**src/rtl/ce_frame_ctrl_if.sv**
```systemverilog
// Handshake and strobe bundle between the sample front end, the frame
// sequencer and the CE core.
interface ce_frame_ctrl_if #(
   parameter int unsigned CNT_W = 8
);
   logic             start;
   logic             in_valid;
   logic             in_ready;
   logic             ce_clear;
   logic             ce_pilot_en;
   logic             ce_est_load;
   logic             ce_apply_en;
   logic [CNT_W-1:0] sym_idx;
   logic             busy;
   logic             frame_done;
   logic             err_overrun;

   // Side that issues frame starts and samples, and watches the strobes.
   modport master (
      output start,
      output in_valid,
      input  in_ready,
      input  ce_clear,
      input  ce_pilot_en,
      input  ce_est_load,
      input  ce_apply_en,
      input  sym_idx,
      input  busy,
      input  frame_done,
      input  err_overrun
   );

   // Frame sequencer side.
   modport slave (
      input  start,
      input  in_valid,
      output in_ready,
      output ce_clear,
      output ce_pilot_en,
      output ce_est_load,
      output ce_apply_en,
      output sym_idx,
      output busy,
      output frame_done,
      output err_overrun
   );
endinterface

```
**src/rtl/ce_frame_ctrl.sv**
```systemverilog
// CE frame sequencer: clear -> pilot accumulation -> estimate latch -> data
// equalization -> done. All outputs come from registers; only the pilot/apply
// enables are qualified combinationally with in_valid.
module ce_frame_ctrl #(
   parameter int unsigned PILOT_LEN  = 16,
   parameter int unsigned DATA_LEN   = 64,
   parameter int unsigned CE_LATENCY = 4,
   parameter int unsigned CNT_W      = 8
) (
   input logic             clk,
   input logic             reset,
   ce_frame_ctrl_if.slave  io_bus
);

   typedef enum logic [2:0] {
      StIdle,
      StClear,
      StPilot,
      StWait,
      StData,
      StDone
   } state_t;

   // Terminal values; a length of 2^CNT_W becomes all-ones and the counter
   // returns to zero on the exit beat.
   localparam logic [CNT_W-1:0] PilotLast = CNT_W'(PILOT_LEN - 1);
   localparam logic [CNT_W-1:0] DataLast  = CNT_W'(DATA_LEN - 1);
   localparam logic [CNT_W-1:0] LatLoad   = CNT_W'(CE_LATENCY - 1);

   state_t           r_state;
   logic [CNT_W-1:0] r_cnt;
   logic [CNT_W-1:0] r_lat;
   logic             r_in_ready;
   logic             r_pilot_ph;
   logic             r_data_ph;
   logic             r_clear;
   logic             r_est_load;
   logic             r_busy;
   logic             r_done;
   logic             r_err;
   logic             w_beat;
   logic             w_in_frame;

   assign w_beat     = io_bus.in_valid & r_in_ready;
   assign w_in_frame = (r_state == StClear) || (r_state == StPilot) ||
                       (r_state == StWait)  || (r_state == StData);

   // Frame FSM with registered strobes and phase flags.
   always_ff @(posedge clk or posedge reset) begin
      if (reset) begin
         r_state    <= StIdle;
         r_cnt      <= '0;
         r_lat      <= '0;
         r_in_ready <= 1'b0;
         r_pilot_ph <= 1'b0;
         r_data_ph  <= 1'b0;
         r_clear    <= 1'b0;
         r_est_load <= 1'b0;
         r_busy     <= 1'b0;
         r_done     <= 1'b0;
         r_err      <= 1'b0;
      end else begin
         r_clear    <= 1'b0;
         r_est_load <= 1'b0;
         r_done     <= 1'b0;
         // A start mid-frame is dropped but remembered until reset.
         if (io_bus.start && w_in_frame) begin
            r_err <= 1'b1;
         end
         case (r_state)
            StIdle: begin
               if (io_bus.start) begin
                  r_state <= StClear;
                  r_clear <= 1'b1;
                  r_busy  <= 1'b1;
               end
            end
            StClear: begin
               r_state    <= StPilot;
               r_cnt      <= '0;
               r_in_ready <= 1'b1;
               r_pilot_ph <= 1'b1;
            end
            StPilot: begin
               if (w_beat) begin
                  if (r_cnt == PilotLast) begin
                     r_state    <= StWait;
                     r_cnt      <= '0;
                     r_lat      <= LatLoad;
                     r_in_ready <= 1'b0;
                     r_pilot_ph <= 1'b0;
                     // Single-cycle latency: the only WAIT cycle is the load cycle.
                     r_est_load <= (LatLoad == '0);
                  end else begin
                     r_cnt <= r_cnt + 1'b1;
                  end
               end
            end
            StWait: begin
               if (r_lat == '0) begin
                  r_state    <= StData;
                  r_cnt      <= '0;
                  r_in_ready <= 1'b1;
                  r_data_ph  <= 1'b1;
               end else begin
                  r_lat      <= r_lat - 1'b1;
                  r_est_load <= (r_lat == CNT_W'(1));
               end
            end
            StData: begin
               if (w_beat) begin
                  if (r_cnt == DataLast) begin
                     r_state    <= StDone;
                     r_cnt      <= '0;
                     r_in_ready <= 1'b0;
                     r_data_ph  <= 1'b0;
                     r_done     <= 1'b1;
                  end else begin
                     r_cnt <= r_cnt + 1'b1;
                  end
               end
            end
            StDone: begin
               if (io_bus.start) begin
                  r_state <= StClear;
                  r_clear <= 1'b1;
               end else begin
                  r_state <= StIdle;
                  r_busy  <= 1'b0;
               end
            end
            default: begin
               r_state    <= StIdle;
               r_cnt      <= '0;
               r_in_ready <= 1'b0;
               r_pilot_ph <= 1'b0;
               r_data_ph  <= 1'b0;
               r_busy     <= 1'b0;
            end
         endcase
      end
   end

   assign io_bus.in_ready    = r_in_ready;
   assign io_bus.ce_clear    = r_clear;
   assign io_bus.ce_pilot_en = r_pilot_ph & io_bus.in_valid;
   assign io_bus.ce_est_load = r_est_load;
   assign io_bus.ce_apply_en = r_data_ph & io_bus.in_valid;
   assign io_bus.sym_idx     = r_cnt;
   assign io_bus.busy        = r_busy;
   assign io_bus.frame_done  = r_done;
   assign io_bus.err_overrun = r_err;

endmodule

```
**src/flat_wrapper.sv**
```systemverilog
// flat-port wrapper written by rule: the top's interface ports become plain ports
module ce_frame_ctrl_flat 
#(
   parameter int unsigned PILOT_LEN  = 16,
   parameter int unsigned DATA_LEN   = 64,
   parameter int unsigned CE_LATENCY = 4,
   parameter int unsigned CNT_W      = 8
)
  (clk, reset, io_bus_start, io_bus_in_valid, io_bus_in_ready, io_bus_ce_clear, io_bus_ce_pilot_en, io_bus_ce_est_load, io_bus_ce_apply_en, io_bus_sym_idx, io_bus_busy, io_bus_frame_done, io_bus_err_overrun);
  ce_frame_ctrl_if #(.CNT_W(CNT_W)) io_bus_i ();
  input logic clk;
  input logic reset;
  input wire logic [$bits(io_bus_i.start)-1:0] io_bus_start;
  input wire logic [$bits(io_bus_i.in_valid)-1:0] io_bus_in_valid;
  output wire logic [$bits(io_bus_i.in_ready)-1:0] io_bus_in_ready;
  output wire logic [$bits(io_bus_i.ce_clear)-1:0] io_bus_ce_clear;
  output wire logic [$bits(io_bus_i.ce_pilot_en)-1:0] io_bus_ce_pilot_en;
  output wire logic [$bits(io_bus_i.ce_est_load)-1:0] io_bus_ce_est_load;
  output wire logic [$bits(io_bus_i.ce_apply_en)-1:0] io_bus_ce_apply_en;
  output wire logic [$bits(io_bus_i.sym_idx)-1:0] io_bus_sym_idx;
  output wire logic [$bits(io_bus_i.busy)-1:0] io_bus_busy;
  output wire logic [$bits(io_bus_i.frame_done)-1:0] io_bus_frame_done;
  output wire logic [$bits(io_bus_i.err_overrun)-1:0] io_bus_err_overrun;
  assign io_bus_i.start = io_bus_start;
  assign io_bus_i.in_valid = io_bus_in_valid;
  assign io_bus_in_ready = io_bus_i.in_ready;
  assign io_bus_ce_clear = io_bus_i.ce_clear;
  assign io_bus_ce_pilot_en = io_bus_i.ce_pilot_en;
  assign io_bus_ce_est_load = io_bus_i.ce_est_load;
  assign io_bus_ce_apply_en = io_bus_i.ce_apply_en;
  assign io_bus_sym_idx = io_bus_i.sym_idx;
  assign io_bus_busy = io_bus_i.busy;
  assign io_bus_frame_done = io_bus_i.frame_done;
  assign io_bus_err_overrun = io_bus_i.err_overrun;
  ce_frame_ctrl #(.PILOT_LEN(PILOT_LEN), .DATA_LEN(DATA_LEN), .CE_LATENCY(CE_LATENCY), .CNT_W(CNT_W)) u_core (.clk(clk), .reset(reset), .io_bus(io_bus_i));
endmodule
```
**config.mk**
```make
export PLATFORM = sky130hd
export DESIGN_NAME = ce_frame_ctrl_flat
export DESIGN_NICKNAME = d
export VERILOG_FILES = /design/src/rtl/ce_frame_ctrl_if.sv /design/src/rtl/ce_frame_ctrl.sv /design/src/flat_wrapper.sv
export SDC_FILE = /design/constraint.sdc
export NUM_CORES = 1
export LEC_CHECK = 0
export ABC_AREA = 1
export CORE_MARGIN = 3
export CORE_UTILIZATION = 43
export CTS_CLUSTER_DIAMETER = 80
export DETAILED_ROUTE_END_ITERATION = 16
export DONT_BUFFER_PORTS = 1
export GPL_TIMING_DRIVEN = 0
export PLACE_DENSITY = 0.65
export SLEW_MARGIN = 20
export SYNTH_ARGS = -nofsm -noshare
export SYNTH_HDL_FRONTEND = slang
export SYNTH_SLANG_ARGS = --single-unit
export TNS_END_PERCENT = 100
```
**constraint.sdc**
```tcl
create_clock -name clk -period 4.95 [get_ports clk]
set_clock_uncertainty 0.2 [all_clocks]
set_input_delay 1.2375 -clock clk [delete_from_list [all_inputs] [get_ports clk]]
set_output_delay 1.2375 -clock clk [all_outputs]
set_load 0.1 [all_outputs]
```
# After elaboration in Yosys (flattened, before gate mapping)
# Cells that the tools add are included.
[classes]
n_addsub = 2
n_eq_ne = 16
n_mux = 36
bitwise_logic = 7
reduce_logical = 18
[ops]
columns = ["op", "n"]
rows = [
  ["$mux 8", 8],
  ["$pmux 8 s4", 1],
  ["$mux 3", 6],
  ["$pmux 3 s6", 1],
  ["$pmux 8 s2", 1],
  ["$mux 1", 15],
  ["$ne 2x2->1 const B", 6],
  ["$reduce_and 4->1", 3],
  ["$reduce_and 6->1", 2],
  ["$reduce_or 4->1", 3],
  ["$pmux 1 s3", 3],
  ["$add 8x1->8 const B", 1],
  ["$eq 8x1->1 const B", 1],
  ["$eq 8x4->1 const B", 1],
  ["$eq 8x6->1 const B", 1],
  ["$logic_not 8->1", 1],
  ["$sub 8x1->8 const B", 1],
  ["$eq 3x2->1 const B", 2],
  ["$eq 3x3->1 const B", 2],
  ["$reduce_and 3->1", 2],
  ["$pmux 1 s5", 1],
  ["$ne 2x1->1 const B", 2],
  ["$not 1->1", 4],
  ["$and 1x1->1", 3],
  ["6 further kinds", 8],
]
[word_totals]
regBits = 27
input_bits = 4
out_inout_bits = 16

# Logic depth before layout (Yosys ltp)
[depth]
depth_word = 5
depth_mapped = 10

# Worst setup path before layout
# No wires, ideal clock.
[synth_path]
path_kind = "input -> output"
from = "input port io_bus_in_valid"
to = "output port io_bus_ce_apply_en"
t_arrival_ns = 1.860
slack_ns = 1.652
stages = 2
path_buffers = 0
cell_sequence = "nand2_1 -> inv_1"
[synth_between]
elab_chain_len = 1
[synth_rtl]
columns = ["item", "line_no", "source"]
rows = [
  ["from (decl)", "flat_wrapper.sv:14", "input wire logic [$bits(io_bus_i.in_valid)-1:0] io_bus_in_valid;"],
  ["$and 1x1->1", "ce_frame_ctrl.sv:148", "assign io_bus.ce_apply_en = r_data_ph & io_bus.in_valid;"],
  ["to (decl)", "flat_wrapper.sv:19", "output wire logic [$bits(io_bus_i.ce_apply_en)-1:0] io_bus_ce_apply_en;"],
]
# No other way between the ends.

# Final worst setup path
# Same ends and word-level chain as after synthesis.

==> flow_summary.ini <==
[logic_synthesis]
seq_area_frac_synth_pct = 38.3
syn_nets = 252
syn_area_per_cell_um2 = 7.23
ys_warn_count = 0
synth_cell_types = 28
ys_ff_latch = 27
syn-cell-area_um2 = 1760
syn_inst = 244

[power]
peakVddDrop_v = 0.000254
p_leak_nw = 1.01
power.density_nw_per_um2 = 615

[sta]
hold_viol = 0
relSlewSlack_pct = 31.0
finalCritPeriodShare_pct = 67.2
finalSetupViolCount = 0
setup_ws_ps = 1620
slew_viol_final = 0
rsz0062_at_grt = false
post-route-min-period_ps = 3330
fin_setup_tns_ps = 0
worstMarginPinSlew_ps = 1030
fmax_ghz = 0.301
whs_ps = 303

[critical_path]
crit_fanout = 3
reg2reg_from = u_core.io_bus.sym_idx[0]
crit_type = in2out
worstPathArrival_ps = 1890
path_delay_family = buffers and inverters
crit_start = io_bus_in_valid
worst_setup_path_start_kind = primary input
path_cells = nand2_1, inv_1
r2r_setup_slack_ps = 2290
max_stage_delay_ps = 600
timing.critical_path.required_ps = 3510
ff2ff_path_depth = 9
rr_endpoint = u_core.r_lat[1]
end_kind = output pin
critPathBufInv = 1
slowest_stage = inv_1

[worst_hold_path]
min_path_type = reg2reg
min_path_cells = 2
hp-start = u_core.r_data_ph
min_to = u_core.r_data_ph

[clock_tree]
post-cts-setup-buffer-count = 0
ctsHoldBuffers = 0
cts_tree = yes
cts_sinks = 27
clock_latency_ps = 270
clkTransAtPathRegs_ps = 90
cts_buffer_depth = 2
cts-htree-levels = 1
numCtsBuffers = 3
cts_resized = 0
cts-root-buf = clkbuf_8

[status]
outcome = finished, final reports clean

[place]
dp_hpwl_um = 2670
portBuffers = 0
post-place-ws_ps = 1610
place.gp.congestion = 0.800

[global_route]
grt_pass1_vias = 1474
grt_first_pass_wirelength_um = 6560
grt_overflow_total = 0
grt_max_degree = 28
antenna_found_initial = 0
grt_usage_pct = 16.1

[floorplan]
core_area_um2 = 3800
die_x_um = 70.1
start_util_pct = 46.4
rows = 22
die_h_um = 70.1
ios = 20
dieArea_um2 = 4910

[layout]
finalNetCount = 257
post_route_cells_drive_above_1_share_pct = 15.7
diodes = 0
area_delta_synth_final_pct = 5.96

[drt]
ant_nets = 0
drc_errors = 0
first_pass_iters = 5
vias_per_cell = 5.09
drt_iter0_drc = 61
wire_per_inst_um = 12.0
wirelength_um = 3550
num_vias = 1507

[run]
maxCapViolCount = 0
-- how the worst max path moves through the flow --
stage / endpoint / depth (start not counted)
floorplan: io_bus_ce_apply_en / 2
global route: io_bus_ce_apply_en / 2
finish: io_bus_ce_apply_en / 2
global placement: io_bus_ce_apply_en / 2
detailed placement: io_bus_ce_apply_en / 2
CTS: io_bus_ce_apply_en / 2
-- area by class of cell --
type	instances	area, um^2
well taps	48	60.1
inverters	35	131
clock buffers	4	45.0
plain buffers	2	26.3
fillers	378	1930
multi-input cells	180	931
flip-flops and latches	27	676
-- power breakdown --
part	switching, mW	internal (mW)
Sequential	0.189	0.275
Combinational	0.371	0.187
Clock	0.0686	0.0577
Total	0.629	0.520
-- layout by cell type (no fill, tap or decap) --
cell and count:
nand2_1 78, inv_1 29, nand3_1 27, dfrtp_1 27, nor2_1 17, o21ai_2 8, nor2_2 6, o21ai_0 6
nand2_2 5, inv_2 5, o21bai_1 5, nand4_1 4, ha_1 4, nand3_2 3, o21ai_1 3, or2_2 3
nor3_1 3, clkbuf_8 3, nor2_4 1, o21ai_4 1, buf_6 1, o211ai_1 1, o22ai_1 1, nand2_4 1
buf_8 1, a211oi_1 1, o21bai_2 1, a21o_1 1, clkinv_1 1, clkbuf_1 1
-- kinds of logic after synthesis --
family,share of synthesized area [%]
compound gates,11.8
buf+inv,8.94
flops,38.3
fa+ha+maj,2.84
simple gates,38.1
-- synthesized netlist by cell type --
master | number | share of area (%)
nor2_1 | 17 | 3.6
o21bai_1 | 5 | 2.1
inv_1 | 30 | 6.4
ha_1 | 4 | 2.8
nand3_1 | 27 | 7.7
inv_2 | 4 | 0.85
nand2_2 | 5 | 1.8
o211ai_1 | 1 | 0.43
nand2_1 | 78 | 17
o21ai_0 | 6 | 1.7
o21bai_2 | 1 | 0.64
nand3_2 | 3 | 1.7
a21o_1 | 1 | 0.43
dfrtp_1 | 27 | 38
nor2_2 | 6 | 2.1
nand2_4 | 1 | 0.64
o22ai_1 | 1 | 0.35
a211oi_1 | 1 | 0.43
nor2_4 | 1 | 0.64
nor3_1 | 3 | 0.85
buf_8 | 1 | 0.85
o21ai_4 | 1 | 0.92
or2_2 | 3 | 1.1
o21ai_1 | 3 | 0.85
clkinv_1 | 1 | 0.21
buf_6 | 1 | 0.64
o21ai_2 | 8 | 4.0
nand4_1 | 4 | 1.4
-- per-layer routing --
layer | global-route usage (%) | vias to the layer above | routed length, um | share of wire, %
met5 | 0 | - | 0 | 0
met4 | 5.32 | 0 | 39 | 1.1
met3 | 2.59 | 4 | 163 | 4.6
met2 | 26.5 | 27 | 1580 | 45
met1 | 21.4 | 693 | 1760 | 50
li1 | - | 783 | - | -
-- per-stage QoR --
stage / power [mW] / instances / util [%] / cell area (um^2)
global placement: 1.03 / 292 / 48.0 / 1820
floorplan: 0.925 / 244 / - / 1760
finish: 1.15 / 296 / 49.2 / 1870
CTS: 1.16 / 296 / 49.2 / 1870
global route: 1.26 / 296 / 49.2 / 1870
detailed placement: 1.03 / 292 / 48.0 / 1820
-- registers in the layout, indices dropped and copies added, names as in the netlist --
name,count
u_core.io_bus.busy,1
u_core.io_bus.ce_est_load,1
u_core.r_lat,8
u_core.r_pilot_ph,1
u_core.r_state,3
u_core.io_bus.sym_idx,8
u_core.io_bus.in_ready,1
u_core.r_data_ph,1
u_core.io_bus.frame_done,1
u_core.io_bus.ce_clear,1
u_core.io_bus.err_overrun,1
-- worst reg2reg max path: stages (launching register included) --
cell,delay [ps]
dfrtp_1,1040
ha_1,320
nand2_1,100
nor2_2,160
nand3_1,160
o21ai_2,200
nand2_4,100
buf_8,160
nand2_1,70
o21ai_2,50
(Power assumes the default switching activity.)
